**src/rtl/mesh_ctrl_pkg.sv**
```systemverilog
// Shared types for the mesh traffic sequencer: FSM states, request packet
// layout and the data pattern written to and expected back from every word.
package mesh_ctrl_pkg;

   localparam int err_count_width_lp = 8;

   typedef enum logic [2:0] {
      IDLE   = 3'd0,
      STORE  = 3'd1,
      WAIT_S = 3'd2,
      LOAD   = 3'd3,
      DRAIN  = 3'd4,
      DONE   = 3'd5
   } state_e;

   // Fields are sized for the widest supported coordinates; ports take the low bits.
   typedef struct packed {
      logic        store;
      logic [7:0]  x;
      logic [7:0]  y;
      logic [15:0] addr;
      logic [31:0] data;
      logic [15:0] load_id;
   } pkt_t;

   function automatic logic [31:0] expected_data(input logic [7:0]  x,
                                                 input logic [7:0]  y,
                                                 input logic [15:0] word);
      return {x, y, word};
   endfunction

endpackage

```
**src/rtl/mesh_credit_counter.sv**
```systemverilog
// Outstanding-request credit counter: increments on issue, decrements on
// response, saturates at max_p and flags a decrement arriving at zero.
module mesh_credit_counter #(
   parameter int max_p   = 4,
   parameter int width_p = $clog2(max_p + 1)
) (
   input  logic               clk_i,
   input  logic               reset_n_i,
   input  logic               inc_i,
   input  logic               dec_i,
   output logic [width_p-1:0] count_o,
   output logic               full_o,
   output logic               spurious_o
);

   logic [width_p-1:0] count_q, count_d;
   logic               inc_ok, dec_ok;

   // full_o reflects the count after this cycle's update, so a registered
   // request valid can be computed from it without a bubble.
   always_comb begin
      spurious_o = dec_i && (count_q == '0);
      inc_ok     = inc_i && (count_q != width_p'(max_p));
      dec_ok     = dec_i && (count_q != '0);
      count_d    = count_q;
      if (inc_ok && !dec_ok) begin
         count_d = count_q + width_p'(1);
      end else if (dec_ok && !inc_ok) begin
         count_d = count_q - width_p'(1);
      end
      full_o = (count_d == width_p'(max_p));
   end

   always_ff @(posedge clk_i or negedge reset_n_i) begin
      if (!reset_n_i) begin
         count_q <= '0;
      end else begin
         count_q <= count_d;
      end
   end

   assign count_o = count_q;

endmodule

```
**src/rtl/mesh_traffic_ctrl.sv**
```systemverilog
// Store-then-load self-checking traffic sequencer for one mesh injection port.
// Every word of every tile is written, read back and compared.
module mesh_traffic_ctrl
   import mesh_ctrl_pkg::*;
#(
   parameter int x_cord_width_p  = 2,
   parameter int y_cord_width_p  = 2,
   parameter int data_width_p    = 32,
   parameter int addr_width_p    = 10,
   parameter int load_id_width_p = 11,
   parameter int num_words_p     = 4,
   parameter int max_out_p       = 4
) (
   input  logic                          clk_i,
   input  logic                          reset_n_i,
   input  logic                          start_i,
   output logic                          pkt_v_o,
   input  logic                          pkt_ready_i,
   output logic                          pkt_store_o,
   output logic [x_cord_width_p-1:0]     pkt_x_o,
   output logic [y_cord_width_p-1:0]     pkt_y_o,
   output logic [addr_width_p-1:0]       pkt_addr_o,
   output logic [data_width_p-1:0]       pkt_data_o,
   output logic [load_id_width_p-1:0]    pkt_load_id_o,
   input  logic                          resp_v_i,
   input  logic                          resp_load_i,
   input  logic [data_width_p-1:0]       resp_data_i,
   input  logic [load_id_width_p-1:0]    resp_load_id_i,
   output logic                          finish_o,
   output logic                          error_o,
   output logic [err_count_width_lp-1:0] err_count_o,
   output logic [2:0]                    dbg_state_o
);

   localparam int word_width_lp = $clog2(num_words_p);
   localparam int cur_width_lp  = x_cord_width_p + y_cord_width_p + word_width_lp;
   localparam int cnt_width_lp  = $clog2(max_out_p + 1);

   state_e                        state_q, state_d;
   logic [cur_width_lp-1:0]       cur_q, cur_d;
   logic                          pkt_v_q, pkt_v_d;
   pkt_t                          pkt_q, pkt_d;
   logic                          finish_q, finish_d;
   logic                          error_q, error_d;
   logic [err_count_width_lp-1:0] err_cnt_q, err_cnt_d;

   logic                          hs, hold, issue_st, last_req;
   logic [cnt_width_lp-1:0]       out_cnt;
   logic                          cnt_full, spurious;
   logic [x_cord_width_p-1:0]     cur_x, rid_x;
   logic [y_cord_width_p-1:0]     cur_y, rid_y;
   logic [word_width_lp-1:0]      cur_w, rid_w;
   logic [cur_width_lp-1:0]       rid;
   logic                          wrong_kind, mismatch, err_evt;
   logic                          unused_pkt_hi;

   // Request handshake: a transfer happens in any cycle with pkt_v_o & pkt_ready_i;
   // once raised, valid and every pkt field hold until that cycle. Responses are
   // always accepted.
   assign hs       = pkt_v_q & pkt_ready_i;
   assign last_req = &cur_q;

   mesh_credit_counter #(
      .max_p   (max_out_p),
      .width_p (cnt_width_lp)
   ) u_credit (
      .clk_i      (clk_i),
      .reset_n_i  (reset_n_i),
      .inc_i      (hs),
      .dec_i      (resp_v_i),
      .count_o    (out_cnt),
      .full_o     (cnt_full),
      .spurious_o (spurious)
   );

   // Cursor is {x, y, word}, so a plain increment walks x outer, word inner.
   assign {cur_x, cur_y, cur_w} = cur_d;
   assign rid                   = cur_width_lp'(resp_load_id_i);
   assign {rid_x, rid_y, rid_w} = rid;

   always_comb begin
      state_d = state_q;
      cur_d   = hs ? cur_q + cur_width_lp'(1) : cur_q;
      case (state_q)
         IDLE:    if (start_i) state_d = STORE;
         STORE:   if (hs && last_req) state_d = WAIT_S;
         WAIT_S:  if (out_cnt == '0) state_d = LOAD;
         LOAD:    if (hs && last_req) state_d = DRAIN;
         DRAIN:   if (out_cnt == '0) state_d = DONE;
         DONE:    state_d = DONE;
         default: state_d = IDLE;
      endcase
   end

   always_comb begin
      hold     = pkt_v_q & ~pkt_ready_i;
      issue_st = (state_d == STORE) || (state_d == LOAD);
      pkt_v_d  = hold | (issue_st & ~cnt_full);
      pkt_d    = '0;
      if (hold) begin
         pkt_d = pkt_q;
      end else if (pkt_v_d) begin
         pkt_d.store   = (state_d == STORE);
         pkt_d.x       = 8'(cur_x);
         pkt_d.y       = 8'(cur_y);
         pkt_d.addr    = 16'(cur_w);
         pkt_d.data    = (state_d == STORE) ? expected_data(8'(cur_x), 8'(cur_y), 16'(cur_w)) : '0;
         pkt_d.load_id = 16'(cur_d);
      end
   end

   assign wrong_kind = resp_load_i ? ((state_q == STORE) || (state_q == WAIT_S))
                                   : ((state_q == LOAD)  || (state_q == DRAIN));
   assign mismatch   = resp_load_i &&
                       (resp_data_i != data_width_p'(expected_data(8'(rid_x), 8'(rid_y), 16'(rid_w))));
   assign err_evt    = resp_v_i & (spurious | wrong_kind | mismatch);
   assign err_cnt_d  = (err_evt && (err_cnt_q != '1)) ? err_cnt_q + err_count_width_lp'(1) : err_cnt_q;
   assign error_d    = error_q | err_evt;
   assign finish_d   = (state_d == DONE);

   always_ff @(posedge clk_i or negedge reset_n_i) begin
      if (!reset_n_i) begin
         state_q   <= IDLE;
         cur_q     <= '0;
         pkt_v_q   <= 1'b0;
         pkt_q     <= '0;
         finish_q  <= 1'b0;
         error_q   <= 1'b0;
         err_cnt_q <= '0;
      end else begin
         state_q   <= state_d;
         cur_q     <= cur_d;
         pkt_v_q   <= pkt_v_d;
         pkt_q     <= pkt_d;
         finish_q  <= finish_d;
         error_q   <= error_d;
         err_cnt_q <= err_cnt_d;
      end
   end

   assign pkt_v_o       = pkt_v_q;
   assign pkt_store_o   = pkt_q.store;
   assign pkt_x_o       = pkt_q.x[x_cord_width_p-1:0];
   assign pkt_y_o       = pkt_q.y[y_cord_width_p-1:0];
   assign pkt_addr_o    = pkt_q.addr[addr_width_p-1:0];
   assign pkt_data_o    = pkt_q.data[data_width_p-1:0];
   assign pkt_load_id_o = pkt_q.load_id[load_id_width_p-1:0];
   assign finish_o      = finish_q;
   assign error_o       = error_q;
   assign err_count_o   = err_cnt_q;
   assign dbg_state_o   = state_q;

   // Upper packet bits beyond the configured widths are always zero.
   assign unused_pkt_hi = ^{pkt_q.x >> x_cord_width_p, pkt_q.y >> y_cord_width_p,
                            pkt_q.addr >> addr_width_p, pkt_q.data >> data_width_p,
                            pkt_q.load_id >> load_id_width_p};

endmodule
```
**config.mk**
```make
export PLATFORM = sky130hd
export DESIGN_NAME = mesh_traffic_ctrl
export DESIGN_NICKNAME = d
export VERILOG_FILES = /design/src/rtl/mesh_ctrl_pkg.sv /design/src/rtl/mesh_credit_counter.sv /design/src/rtl/mesh_traffic_ctrl.sv
export SDC_FILE = /design/constraint.sdc
export NUM_CORES = 1
export LEC_CHECK = 0
export CAP_MARGIN = 20
export CORE_MARGIN = 3
export CORE_UTILIZATION = 43
export DETAILED_ROUTE_END_ITERATION = 10
export HOLD_SLACK_MARGIN = 0.12
export PLACE_DENSITY_LB_ADDON = 0.08
export RECOVER_POWER = 50
export SLEW_MARGIN = 30
export SYNTH_ARGS = -nofsm -noshare
export SYNTH_HDL_FRONTEND = slang
export SYNTH_HIERARCHICAL = 1
export SYNTH_SLANG_ARGS = --single-unit
export TNS_END_PERCENT = 1
```
**constraint.sdc**
```tcl
create_clock -name clk_i -period 4 [get_ports clk_i]
set_input_delay 1.2 -clock clk_i [delete_from_list [all_inputs] [get_ports clk_i]]
set_output_delay 1.2 -clock clk_i [all_outputs]
set_load 0.02 [all_outputs]
```
==> results of run 1 <==
worst min-delay path by stage:
stage	startpoint	to	slack (ns)	cells past startpoint
finish	error_o	error_o	0.47	1
global route	error_o	error_o	0.49	1
CTS	error_o	error_o	0.48	1
detailed placement	error_o	error_o	0.46	1
global placement	pkt_store_o	pkt_store_o	0.46	2
floorplan	u_credit/count_o[0]	u_credit/count_o[0]	0.49	1
Yosys cell counts, types with 2 or more instances:
master / number / share of area (%)
xor2_1: 5 / 1.9
nand2_1: 19 / 3.1
nor2b_1: 3 / 0.82
a211o_1: 2 / 0.77
ha_1: 5 / 2.7
dfrtp_1: 36 / 40
nor3_1: 2 / 0.44
mux2_1: 2 / 0.99
nand3_1: 3 / 0.66
o21ai_1: 6 / 1.3
nor4_1: 2 / 0.55
or3_1: 2 / 0.55
nand2b_1: 2 / 0.55
clkbuf_1: 2 / 0.33
and3_4: 2 / 0.99
nand4_1: 6 / 1.6
nor2_1: 10 / 1.6
and3_1: 5 / 1.4
buf_2: 2 / 0.44
nor4_2: 3 / 1.6
o21ai_0: 3 / 0.66
o211ai_1: 2 / 0.66
a21oi_1: 3 / 0.66
inv_1: 11 / 1.8
o31ai_1: 8 / 2.6
xnor2_1: 14 / 5.4
buf_4: 45 / 15
stage by stage:
stage               hold slack (ns)  util (%)  cells
CTS                           0.480      62.1    373
floorplan                     0.494         -    267
detailed placement            0.460      59.8    365
global route                  0.495      61.7    373
finish                        0.467      61.7    373
global placement              0.463      59.8    365
power by group through the flow:
stage / clock, mW / combinational (mW) / sequential (mW)
floorplan: 0 / 0.127 / 0.483
global placement: 0 / 0.267 / 0.455
detailed placement: 0 / 0.269 / 0.455
CTS: 0.329 / 0.270 / 0.449
global route: 0.345 / 0.291 / 0.460
finish: 0.320 / 0.266 / 0.450
cell usage in the layout (no fill, tap or decap), types with 3 or more instances in the layout:
master and n:
clkdlybuf4s50_1 68, conb_1 39, dfrtp_1 36, nand2_1 19, xnor2_1 14, inv_1 11
nor2_1 10, o31ai_1 8, dlygate4sd3_1 8, nand4_1 7, and3_1 6, o21ai_1 6
xor2_1 5, ha_1 5, clkbuf_8 5, nor2b_1 3, o21ai_0 3, nand3_1 3
nor4_2 3, a21oi_1 3
worst max-delay path, stage by stage:
cell and delay [ns]:
dlygate4sd3_1 0.57, nand2_1 0.12, inv_1 0.09, clkbuf_1 0.24, or3b_1 0.37, o211ai_1 0.09
a21oi_1 0.11, o211a_1 0.12, inv_1 0.08, nand4_4 0.09, or3_1 0.46, o21ai_1 0.18
layout make-up:
| class | instances | area (µm²) |
|---|---|---|
| fill | 452 | 1880 |
| clock buffer | 5 | 68.8 |
| tap | 67 | 83.8 |
| sequential | 36 | 901 |
| multi-input combinational | 170 | 1110 |
| inverter | 12 | 45.0 |
| timing repair buffer | 80 | 783 |
| clock inverter | 3 | 42.5 |
per-layer routing:
| layer | GRT usage [%] | wire, µm | up-vias |
|---|---|---|---|
| met5 | 0 | 0 | - |
| met2 | 27.6 | 2250 | 85 |
| met1 | 18.7 | 1940 | 801 |
| met3 | 3.97 | 390 | 6 |
| met4 | 6.47 | 76 | 0 |
| li1 | - | - | 855 |
kinds of logic (layout without fill, tap and decap cells):
kind of cell | after synthesis | count (layout) | synth area share, %
compound gates | 34 | 34 | 11.3
xor+xnor | 19 | 19 | 7.31
fa+ha+maj | 5 | 5 | 2.75
buf+inv | 61 | 100 | 17.6
flops | 36 | 36 | 39.6
mux | 4 | 4 | 2.09
other cells | 1 | 39 | 0.165
simple gates | 69 | 69 | 19.2
flip-flops by register name, indices dropped and copies added (netlist names), 3 cells and up:
signal and cells:
err_count_o 8, u_credit/count_o 3, cur_q 6, dbg_state_o 3, pkt_data_o 6, pkt_load_id_o 3
==> results.toml, run 1 <==
[timing]
slew_headroom_pct = -26.8
fin_crit_sh_pct = 88.0
tightest_slew_ns = 1.90
rsz0062_at_grt = "no"
layout_min_cycle_time_ns = 3.52
finalSetupTns_ns = 0
timing.fmax_ghz = 0.284
finalClockSkew_ns = 0.00753
final_max_slew_viol_count = 37
setup_ws_ns = 0.479
setup_viol = 0
hold_violations = 0

[synth]
ys_types = 51
syn_inst = 229
ys_seq_area_share_pct = 39.6
yosysWarnings = 6
synth.avg_cell_area_um2 = 9.94
synth_edf_count = 0
synth-async-reset-ratio_pct = 100
yosys_most_used_dff = "dfrtp_1"
ys_seq_elements = 36
syn-cell-area_um2 = 2280

[power_and_ir_drop]
vdd_drop_max_uv = 227
p_sw_mw = 0.323
power_density_nw_per_um2 = 342
seq_power_share_pct = 43.5
p_comb_share_pct = 25.7
internal_power_mw = 0.713
switching_share_pct = 31.2
p_total_mw = 1.04
p_leak_nw = 1.35
clkPwrFrac_pct = 30.9

[grt]
grt_pass1_wl_um = 7780
grt_start_max_net_pins = 37
antenna_found_initial = 0
track_usage_pct = 15.9
overflow = 0
grt_pass1_vias = 1732

[clock_tree]
cts_resized = 0
cts_tree = "done"
clk_latency_ns = 0.30
clock-sinks = 36
clockRootBuffer = "clkbuf_8"
clock_path_buffers = 2
clk_pin_slew_ns = 0.07
postCtsSetupBuffers = 0
cts_hold_buf = 0
htreeDepth = 2
numCtsBuffers = 5

[setup_path]
endpoint = "pkt_data_o[1]"
worstReg2RegEnd = "pkt_data_o[1]"
cp-end-kind = "flip-flop"
arrival_ns = 3.74
crit_path_start = "pkt_ready_i"
rr_worst_depth = 10
rrSetupSlack_ns = 1.43
start_kind = "primary input"
critPathMaxFanout = 7
required_ns = 4.22
r2r-start = "u_credit/count_o[0]"
path_class = "in2reg"

[placement]
gp_congestion = 0.728
place_area_um2 = 2940
dp.final_hpwl_um = 3720
pre_cts_ws_ns = 0.285
io_buffers = 76

[run_status]
violations = "max-capacitance violations, max-slew violations"
status = "complete, but fails checks"

[die]
core_um2 = 4910
ios = 121
die_w_um = 78.8
fp-row-count = 25
initial_utilization_pct = 46.3
die_area_um2 = 6200
fp.dieH_um = 78.8

[min_path]
hold_path_class = "reg2reg"

[final_layout]
fin_nets = 359
synthToLayoutAreaGrowth_pct = 33.2
final_area_um2 = 3030
layout-drive-gt1-share_pct = 7.84
diodes = 0

[routing]
wirelength_um = 4650
route.detailed.drc = 0
viasPerCell = 4.68
vias = 1747
ant_nets = 0
routedWlPerCell_um = 12.5
drtPass1Iterations = 4
drt_iter0_drc = 60

[flow_run]
drv_cap = 1
Power figures use the tool's default switching activity.
==> inputs of run 2 (changes only) <==
Settings changed: CORE_MARGIN 3 to default, RECOVER_POWER 50 to default.
==> run 2 against run 1 <==
Compared with the run above:
- the run now ends clean
- highest routed layer unchanged
- sequential share of layout area down 0.061 points
- global-route usage is 1.5 points higher
- clock power decreased by 2%
- first-iteration DRC count increased by 62%
- clock skew is 0.0012 ns lower
- sequential power about the same
- utilization decreased by 2.3 points
- routed wire length is 4.6% lower
- register-to-register slack lost 0.02 ns
- clock-buffer cell count up 1
- largest power group unchanged
- final cell count increased by 0.54%
- via count rose by 1.9%
==> results.toml, run 2 (synthesis results as in run 1) <==
[grt]
grt_start_max_net_pins = 37
grt_pass1_wl_um = 7300
antenna_found_initial = 0
track_usage_pct = 17.4
overflow = 0
grt_pass1_vias = 1606

[clock_tree]
clock-sinks = 36
numCtsBuffers = 5
clk_latency_ns = 0.29
postCtsSetupBuffers = 0
clk_pin_slew_ns = 0.07
htreeDepth = 2
clock_path_buffers = 2
cts_hold_buf = 0
clockRootBuffer = "clkbuf_8"
cts_resized = 0
cts_tree = "done"

[timing]
timing.fmax_ghz = 0.295
slew_headroom_pct = 45.9
final_max_slew_viol_count = 0
finalSetupTns_ns = 0
tightest_slew_ns = 0.812
rsz0062_at_grt = "no"
hold_violations = 0
setup_viol = 0
holdWs_ns = 0.475
finalClockSkew_ns = 0.00630
fin_crit_sh_pct = 84.8
layout_min_cycle_time_ns = 3.39

[setup_path]
critPathMaxFanout = 7
rrSetupSlack_ns = 1.41
critPathMostFrequentCell = "inv_1"
critPathSlowestCell = "clkdlybuf4s50_1"
slowest_delay_ns = 0.50
start_kind = "primary input"
arrival_ns = 3.60
cp_cell_sequence = "clkdlybuf4s50_1, nand2_1, inv_1, a21bo_1, and3_4, mux2_4, o211a_1, inv_1, nand4_4, or3_1, o21ai_1"
path_class = "in2reg"
critPathTopFamily = "simple AND/OR/NAND/NOR gates"
cp-end-kind = "flip-flop"
worst-path-buf-inv = 3
required_ns = 4.21

[power_and_ir_drop]
p_leak_nw = 1.36
seq_power_share_pct = 43.7
internal_power_mw = 0.713
p_comb_share_pct = 25.7
clkPwrFrac_pct = 30.6
p_sw_mw = 0.312
vdd_drop_max_uv = 170
switching_share_pct = 30.4
power_density_nw_per_um2 = 338

[die]
ios = 121
die_w_um = 74.8
fp-row-count = 26
core_um2 = 5110
die_area_um2 = 5590
fp.dieH_um = 74.8
initial_utilization_pct = 44.6

[run_status]
status = "complete, no violations"

[placement]
dp.final_hpwl_um = 3440
gp_congestion = 0.726
io_buffers = 76
place_area_um2 = 2930

[final_layout]
final_cell_mix = "clkdlybuf4s50_1 (75), conb_1 (39), dfrtp_1 (36)"
fin_nets = 358
layout-drive-gt1-share_pct = 8.85
largest_register_ffs = 8
fill_cells = 481
diodes = 0
regArea_um2 = 901
multi_input_area_um2 = 1120
final_common_cell = "clkdlybuf4s50_1"
final_area_um2 = 3040
synthToLayoutAreaGrowth_pct = 33.4

[routing]
drtPass1Iterations = 4
wirelength_um = 4440
viasPerCell = 4.75
routedWlPerCell_um = 11.8
route.detailed.drc = 0
drt_iter0_drc = 97
ant_nets = 0
vias = 1780

[flow_run]
drv_cap = 0

[min_path]
hold_path_class = "reg2reg"
[run 2: cell types whose count changed in the layout (fill, tap and decap cells not counted), sizes merged]
cell and change:
clkdlybuf4s50 +7, clkinvlp -1, clkbuf -1, dlygate4sd3 -8, buf +2
[run 2: power by group through the flow]
| stage | Clock, mW | Sequential [mW] | Combinational [mW] |
|---|---|---|---|
| floorplan | 0 | 0.483 | 0.127 |
| global placement | 0 | 0.456 | 0.264 |
| detailed placement | 0 | 0.455 | 0.266 |
| CTS | 0.324 | 0.448 | 0.267 |
| global route | 0.334 | 0.456 | 0.292 |
| finish | 0.313 | 0.448 | 0.264 |
[run 2: per-stage QoR]
stage                     util, %  cells  total power, mW  worst slack (ns)
final                        59.5    375             1.02             0.608
after detailed placement     57.3    367            0.721             0.282
after floorplan                 -    267            0.610             0.881
after global placement       57.3    367            0.720             0.312
after global routing         59.5    375             1.08             0.483
after CTS                    59.5    375             1.04             0.580
[run 2: worst min-delay path, cell delays in order, from the launching register on]
cell     delay (ns)
dfrtp_1        0.34
nand2_1        0.05
nand2_1        0.05
[run 2: path summary, 6_finish.rpt]
check	depth (start not counted)	end	startpoint
hold / removal	2	pkt_store_o	pkt_store_o
setup reg to reg	10	pkt_data_o[0]	u_credit/count_o[0]
max in group asynchronous	1	err_count_o[4]	reset_n_i
hold reg to reg	2	pkt_store_o	pkt_store_o
setup / recovery	11	pkt_data_o[0]	pkt_ready_i
min in group asynchronous	1	error_o	reset_n_i
[run 2: layer usage]
layer  vias up  wire (µm)  global-route usage, %
met5         -          0                      0
met4         0         33                   5.03
met3         4        309                   4.95
met2        94       2210                   29.2
met1       823       1880                   21.9
li1        859          -                      -
[run 2: cell type report]
class	instances	share of cell area, %
Timing Repair Buffer	79	25.6
Inverter	12	1.48
Sequential cell	36	29.7
Clock inverter	2	1.15
Multi-Input combinational cell	170	36.8
Tap cell	70	2.88
Clock buffer	6	2.39
